File: config.mk
export PLATFORM = sky130hd
export DESIGN_NAME = ascii_dec_parser
export DESIGN_NICKNAME = d
export VERILOG_FILES = /design/src/rtl/ascii_pkg.sv /design/src/rtl/ascii_char_class.sv /design/src/rtl/ascii_dec_parser.sv
export SDC_FILE = /design/constraint.sdc
export NUM_CORES = 1
export LEC_CHECK = 0
export CORE_MARGIN = 1
export CORE_UTILIZATION = 42
export CTS_BUF_LIST = sky130_fd_sc_hd__clkbuf_2 sky130_fd_sc_hd__clkbuf_4 sky130_fd_sc_hd__clkbuf_8
export CTS_CLUSTER_SIZE = 24
export DETAILED_ROUTE_END_ITERATION = 12
export PLACE_DENSITY = 0.7
export SKIP_CTS_REPAIR_TIMING = 1
export SYNTH_ARGS = -nofsm -noshare
export SYNTH_HDL_FRONTEND = slang
export SYNTH_SLANG_ARGS = --single-unit
File: constraint.sdc
create_clock -name clk -period 5.1 [get_ports clk]
set_input_delay 1.02 -clock clk [delete_from_list [all_inputs] [get_ports clk]]
set_output_delay 1.02 -clock clk [all_outputs]
set_load 0.05 [all_outputs]
File: src/rtl/ascii_pkg.sv
// Shared ASCII console definitions: character constants, parser state
// encoding and error codes used by the receive parser and transmit formatter.
package ascii_pkg;

  localparam logic [7:0] ASCII_0     = 8'h30;
  localparam logic [7:0] ASCII_9     = 8'h39;
  localparam logic [7:0] ASCII_CR    = 8'h0D;
  localparam logic [7:0] ASCII_LF    = 8'h0A;
  localparam logic [7:0] ASCII_SP    = 8'h20;
  localparam logic [7:0] ASCII_COMMA = 8'h2C;

  typedef enum logic [1:0] {
    IDLE    = 2'd0,
    ACCUM   = 2'd1,
    DISCARD = 2'd2
  } parse_state_t;

  localparam logic [1:0] ERR_NONE = 2'd0;
  localparam logic [1:0] ERR_CHAR = 2'd1;
  localparam logic [1:0] ERR_OVF  = 2'd2;
  localparam logic [1:0] ERR_TMO  = 2'd3;

endpackage

File: src/rtl/ascii_char_class.sv
// Combinational ASCII classifier: decimal digit, token delimiter, digit value.
module ascii_char_class
  import ascii_pkg::*;
(
  input  logic [7:0] rx_data,
  output logic       is_digit,
  output logic       is_delim,
  output logic [3:0] digit
);

  // Classify the byte; digit value is only meaningful when is_digit is set
  always_comb begin
    is_digit = (rx_data >= ASCII_0) && (rx_data <= ASCII_9);
    is_delim = (rx_data == ASCII_CR) || (rx_data == ASCII_LF) ||
               (rx_data == ASCII_SP) || (rx_data == ASCII_COMMA);
    digit    = rx_data[3:0];
  end

endmodule

File: src/rtl/ascii_dec_parser.sv
// Decimal ASCII token parser: rebuilds an 8-bit unsigned value from a
// delimiter-terminated digit string, flagging illegal characters, overflow
// and inter-character timeouts.
module ascii_dec_parser
  import ascii_pkg::*;
#(
  parameter int unsigned MAX_DIGITS     = 3,
  parameter int unsigned TIMEOUT_CYCLES = 0
) (
  input  logic       clk,
  input  logic       rst_n,
  input  logic [7:0] rx_data,
  input  logic       rx_done,
  output logic [7:0] value_out,
  output logic       value_valid,
  output logic       parse_err,
  output logic [1:0] err_code
);

  localparam int unsigned NDW = (MAX_DIGITS > 0) ? $clog2(MAX_DIGITS + 1) : 1;
  // Counter only ever holds 0..TIMEOUT_CYCLES-1; the terminal edge fires instead
  localparam int unsigned TCW = (TIMEOUT_CYCLES > 1) ? $clog2(TIMEOUT_CYCLES) : 1;
  localparam logic [NDW-1:0] NDIG_MAX = NDW'(MAX_DIGITS);
  localparam logic [TCW-1:0] TMO_LAST = TCW'(TIMEOUT_CYCLES - 1);

  parse_state_t   state;
  logic [7:0]     acc;
  logic [NDW-1:0] ndig;
  logic [TCW-1:0] tmo_cnt;

  logic           is_digit;
  logic           is_delim;
  logic [3:0]     digit;
  logic [11:0]    next_acc;

  ascii_char_class u_char_class (
    .rx_data  (rx_data),
    .is_digit (is_digit),
    .is_delim (is_delim),
    .digit    (digit)
  );

  // Candidate accumulator at 12 bits so values above 255 are detectable
  always_comb begin
    next_acc = ({4'b0, acc} * 12'd10) + {8'b0, digit};
  end

  // Token state machine with accumulator, timeout counter and registered outputs
  always_ff @(posedge clk or negedge rst_n) begin
    if (!rst_n) begin
      state       <= IDLE;
      acc         <= '0;
      ndig        <= '0;
      tmo_cnt     <= '0;
      value_out   <= '0;
      value_valid <= 1'b0;
      parse_err   <= 1'b0;
      err_code    <= ERR_NONE;
    end else begin
      value_valid <= 1'b0;
      parse_err   <= 1'b0;
      case (state)
        IDLE: begin
          if (rx_done) begin
            if (is_digit) begin
              acc     <= {4'b0, digit};
              ndig    <= NDW'(1);
              tmo_cnt <= '0;
              state   <= ACCUM;
            end else if (!is_delim) begin
              parse_err <= 1'b1;
              err_code  <= ERR_CHAR;
              state     <= DISCARD;
            end
          end
        end
        ACCUM: begin
          if (rx_done) begin
            // A byte on the terminal timeout edge wins over the timeout
            tmo_cnt <= '0;
            if (is_digit) begin
              if ((ndig == NDIG_MAX) || (next_acc > 12'd255)) begin
                parse_err <= 1'b1;
                err_code  <= ERR_OVF;
                state     <= DISCARD;
              end else begin
                acc  <= next_acc[7:0];
                ndig <= ndig + NDW'(1);
              end
            end else if (is_delim) begin
              value_out   <= acc;
              value_valid <= 1'b1;
              state       <= IDLE;
            end else begin
              parse_err <= 1'b1;
              err_code  <= ERR_CHAR;
              state     <= DISCARD;
            end
          end else if (TIMEOUT_CYCLES > 0) begin
            if (tmo_cnt == TMO_LAST) begin
              parse_err <= 1'b1;
              err_code  <= ERR_TMO;
              tmo_cnt   <= '0;
              state     <= IDLE;
            end else begin
              tmo_cnt <= tmo_cnt + TCW'(1);
            end
          end
        end
        DISCARD: begin
          if (rx_done && is_delim) begin
            state <= IDLE;
          end
        end
        default: state <= IDLE;
      endcase
    end
  end

endmodule

==> results.json <==
{
  "grt_start_max_net_pins": 25,
  "grt_pass1_vias": 1304,
  "synth_edf_count": 0,
  "core_area_sq_mm": 0.003689,
  "critical_path.top_delay_family": "compound AO/OA/AOI/OAI gates",
  "netlist_area_sq_mm": 0.001620,
  "ys_seq_area_frac": 0.3707,
  "hp-class": "flip-flop to flip-flop",
  "initial_core_util": 0.4393,
  "grt_pass1_wl_mm": 5.878,
  "die_h_microns": 64.11,
  "cap_violations": 0,
  "clock_latency_ns": 0.26,
  "yosys.area.top_type": "dfrtp_1",
  "most-common-layout-cells": "24 x dfrtp_1, 22 x clkdlybuf4s50_1, 16 x ha_1",
  "cp.arrival_ns": 3.93,
  "slowest_delay_ns": 0.55,
  "viasPerCell": 5.638,
  "start_kind": "input pin",
  "crit_type": "input pin to flip-flop",
  "grtUsageTotal": 0.1830,
  "rsz0062_at_grt": "no",
  "fill_cells": 347,
  "cts_made_buffers": 3,
  "cts.sinks": 24,
  "die_width_microns": 64.11,
  "place_area_sq_mm": 0.001881,
  "r2r_setup_slack_ns": 1.51,
  "drv_slew": 0,
  "async_flop_share": 1.000,
  "root_buffer": "clkbuf_8",
  "cts_tree": "built",
  "critPathBufInv": 1,
  "routedWlPerCell_microns": 14.46,
  "antenna_found_initial": 0,
  "drc": 0,
  "layout.nets": 218,
  "finalSetupTns_ns": 0,
  "layout_commonest_cell": "dfrtp_1",
  "timing.final.crit_share": 0.7426,
  "htree_levels": 1,
  "drtAntennaViolNets": 0,
  "vias": 1325,
  "powerDensity_mw_per_mm2": 300.4,
  "ys_ff_latch": 24,
  "peakVddDrop_mv": 0.1837,
  "required_ns": 5.25,
  "row_count": 22,
  "area_growth_pct": 18.61,
  "critPathCaptureType": "flip-flop",
  "dr.pass1.iters": 4,
  "synth_nets": 196,
  "worst-path-max-fanout": 13,
  "min_period_ns": 3.787,
  "skew_ns": 0.001003,
  "n_antenna_cell": 0,
  "cts_buffer_depth": 2,
  "tightest_slew_ns": 1.067,
  "outcome": "completed",
  "portBuffers": 22,
  "slew_headroom": 0.2861,
  "path_cells": "clkdlybuf4s50_1, ha_1, a21oi_1, nor2b_1, o211ai_1, or4_4, a211o_1, a21o_1, mux2_4",
  "yosysTopAreaCellShare": 0.3707,
  "yosysWarnings": 0,
  "drive_gt1_frac": 0.06952,
  "dp_hpwl_mm": 2.742,
  "stdcell_area_sq_mm": 0.001922,
  "leakagePower_uw": 0.0009267,
  "hold_violations": 0,
  "synth_area_leaders": "dfrtp_1 37%, ha_1 12%, mux2_2 3.5%, a21o_1 3.2%, nand2_1 3.0%",
  "drtIter0Drc": 52,
  "gp_congestion": 0.8301,
  "die_area_sq_mm": 0.004110,
  "fmax_mhz": 264.0,
  "wl_mm": 3.397,
  "cp_slowest_cell": "clkdlybuf4s50_1",
  "ios": 23,
  "ys_types": 43,
  "avgSynthCellArea_sq_um": 9.702,
  "synthesis.instances": 167,
  "grt_overflow": 0,
  "finalSetupViolations": 0,
  "synthFlopType": "dfrtp_1",
  "clk_pin_slew_ns": 0.07
}
cell type report:
class / instances / area, sq um / share of cell area
clock buffer: 3 / 41.29 / 0.02148
multi-input combinational: 126 / 954.7 / 0.4967
sequential: 24 / 600.6 / 0.3125
timing repair buffer: 22 / 220.2 / 0.1146
tap: 48 / 60.06 / 0.03125
inverter: 12 / 45.04 / 0.02344
sequential cells by signal, indices dropped and copies added (netlist names):
signal       cells
acc              8
err_code         2
ndig             2
parse_err        1
state            2
value_out        8
value_valid      1
power breakdown:
part | switching [uW] | total [uW] | internal (uW)
Combinational | 142 | 244 | 102
Clock | 52.3 | 105 | 52.6
Sequential | 21.3 | 228 | 207
Total | 216 | 577 | 362
metrics by stage:
stage	cells	hold WS [ns]	setup slack (ns)	total power [uW]	util
floorplan	167	0.4724	1.883	409.4	-
global placement	232	0.4636	1.110	465.3	0.5098
detailed placement	232	0.4717	1.069	473.8	0.5098
CTS	235	0.4885	1.336	581.7	0.5210
global route	235	0.5070	1.115	620.9	0.5210
finish	235	0.4825	1.313	577.4	0.5210
tightest hold or removal path, delay by kind of cell, from the launching register on:
family | cells | cell delay (ns)
AOI/OAI and AO/OA | 1 | 0.06
and+or+nand+nor | 1 | 0.04
DFF | 1 | 0.35
cell families after synthesis:
logic type      after synthesis  share of synthesized area
xor+xnor                      9                    0.04865
simple gates                 51                     0.1637
compound gates               41                     0.1784
mux                           7                    0.05019
fa+ha+maj                    18                     0.1483
buf+inv                      17                    0.04015
flops                        24                     0.3707
path summary, 6_finish.rpt:
check                                              start  depth (start not counted)                       end
worst max-delay path                          rx_data[2]                          9        acc[0]$_DFFE_PN0P_
worst min-delay path            value_out[2]$_DFFE_PN0P_                          2  value_out[2]$_DFFE_PN0P_
worst max register to register        acc[1]$_DFFE_PN0P_                         11        acc[0]$_DFFE_PN0P_
worst min register to register  value_out[2]$_DFFE_PN0P_                          2  value_out[2]$_DFFE_PN0P_
max in group asynchronous                          rst_n                          1     value_valid$_DFF_PN0_
min in group asynchronous                          rst_n                          1  value_out[6]$_DFFE_PN0P_
layer usage:
layer,share of wire,global-route usage
met1,0.45,0.2441
met2,0.51,0.3231
met3,0.035,0.03393
met4,0,0.008333
met5,0,0
cell usage after synthesis (2+ instances only):
| cell | count |
|---|---|
| dfrtp_1 | 24 |
| ha_1 | 16 |
| nand2_1 | 13 |
| inv_1 | 12 |
| nor2_1 | 10 |
| o21ai_0 | 9 |
| nand3_1 | 8 |
| a21o_1 | 7 |
| a21oi_1 | 6 |
| mux2_2 | 5 |
| xor2_1 | 5 |
| xnor2_1 | 4 |
| a31oi_1 | 3 |
| and3_1 | 3 |
| nand3b_1 | 3 |
| nor2b_1 | 3 |
| a2111oi_0 | 2 |
| a211o_1 | 2 |
| a2bb2oi_1 | 2 |
| buf_1 | 2 |
| clkbuf_1 | 2 |
| fa_1 | 2 |
| nand4_1 | 2 |
| nand4b_1 | 2 |
| o211ai_1 | 2 |
No activity file was read; power rests on OpenSTA's default activity.
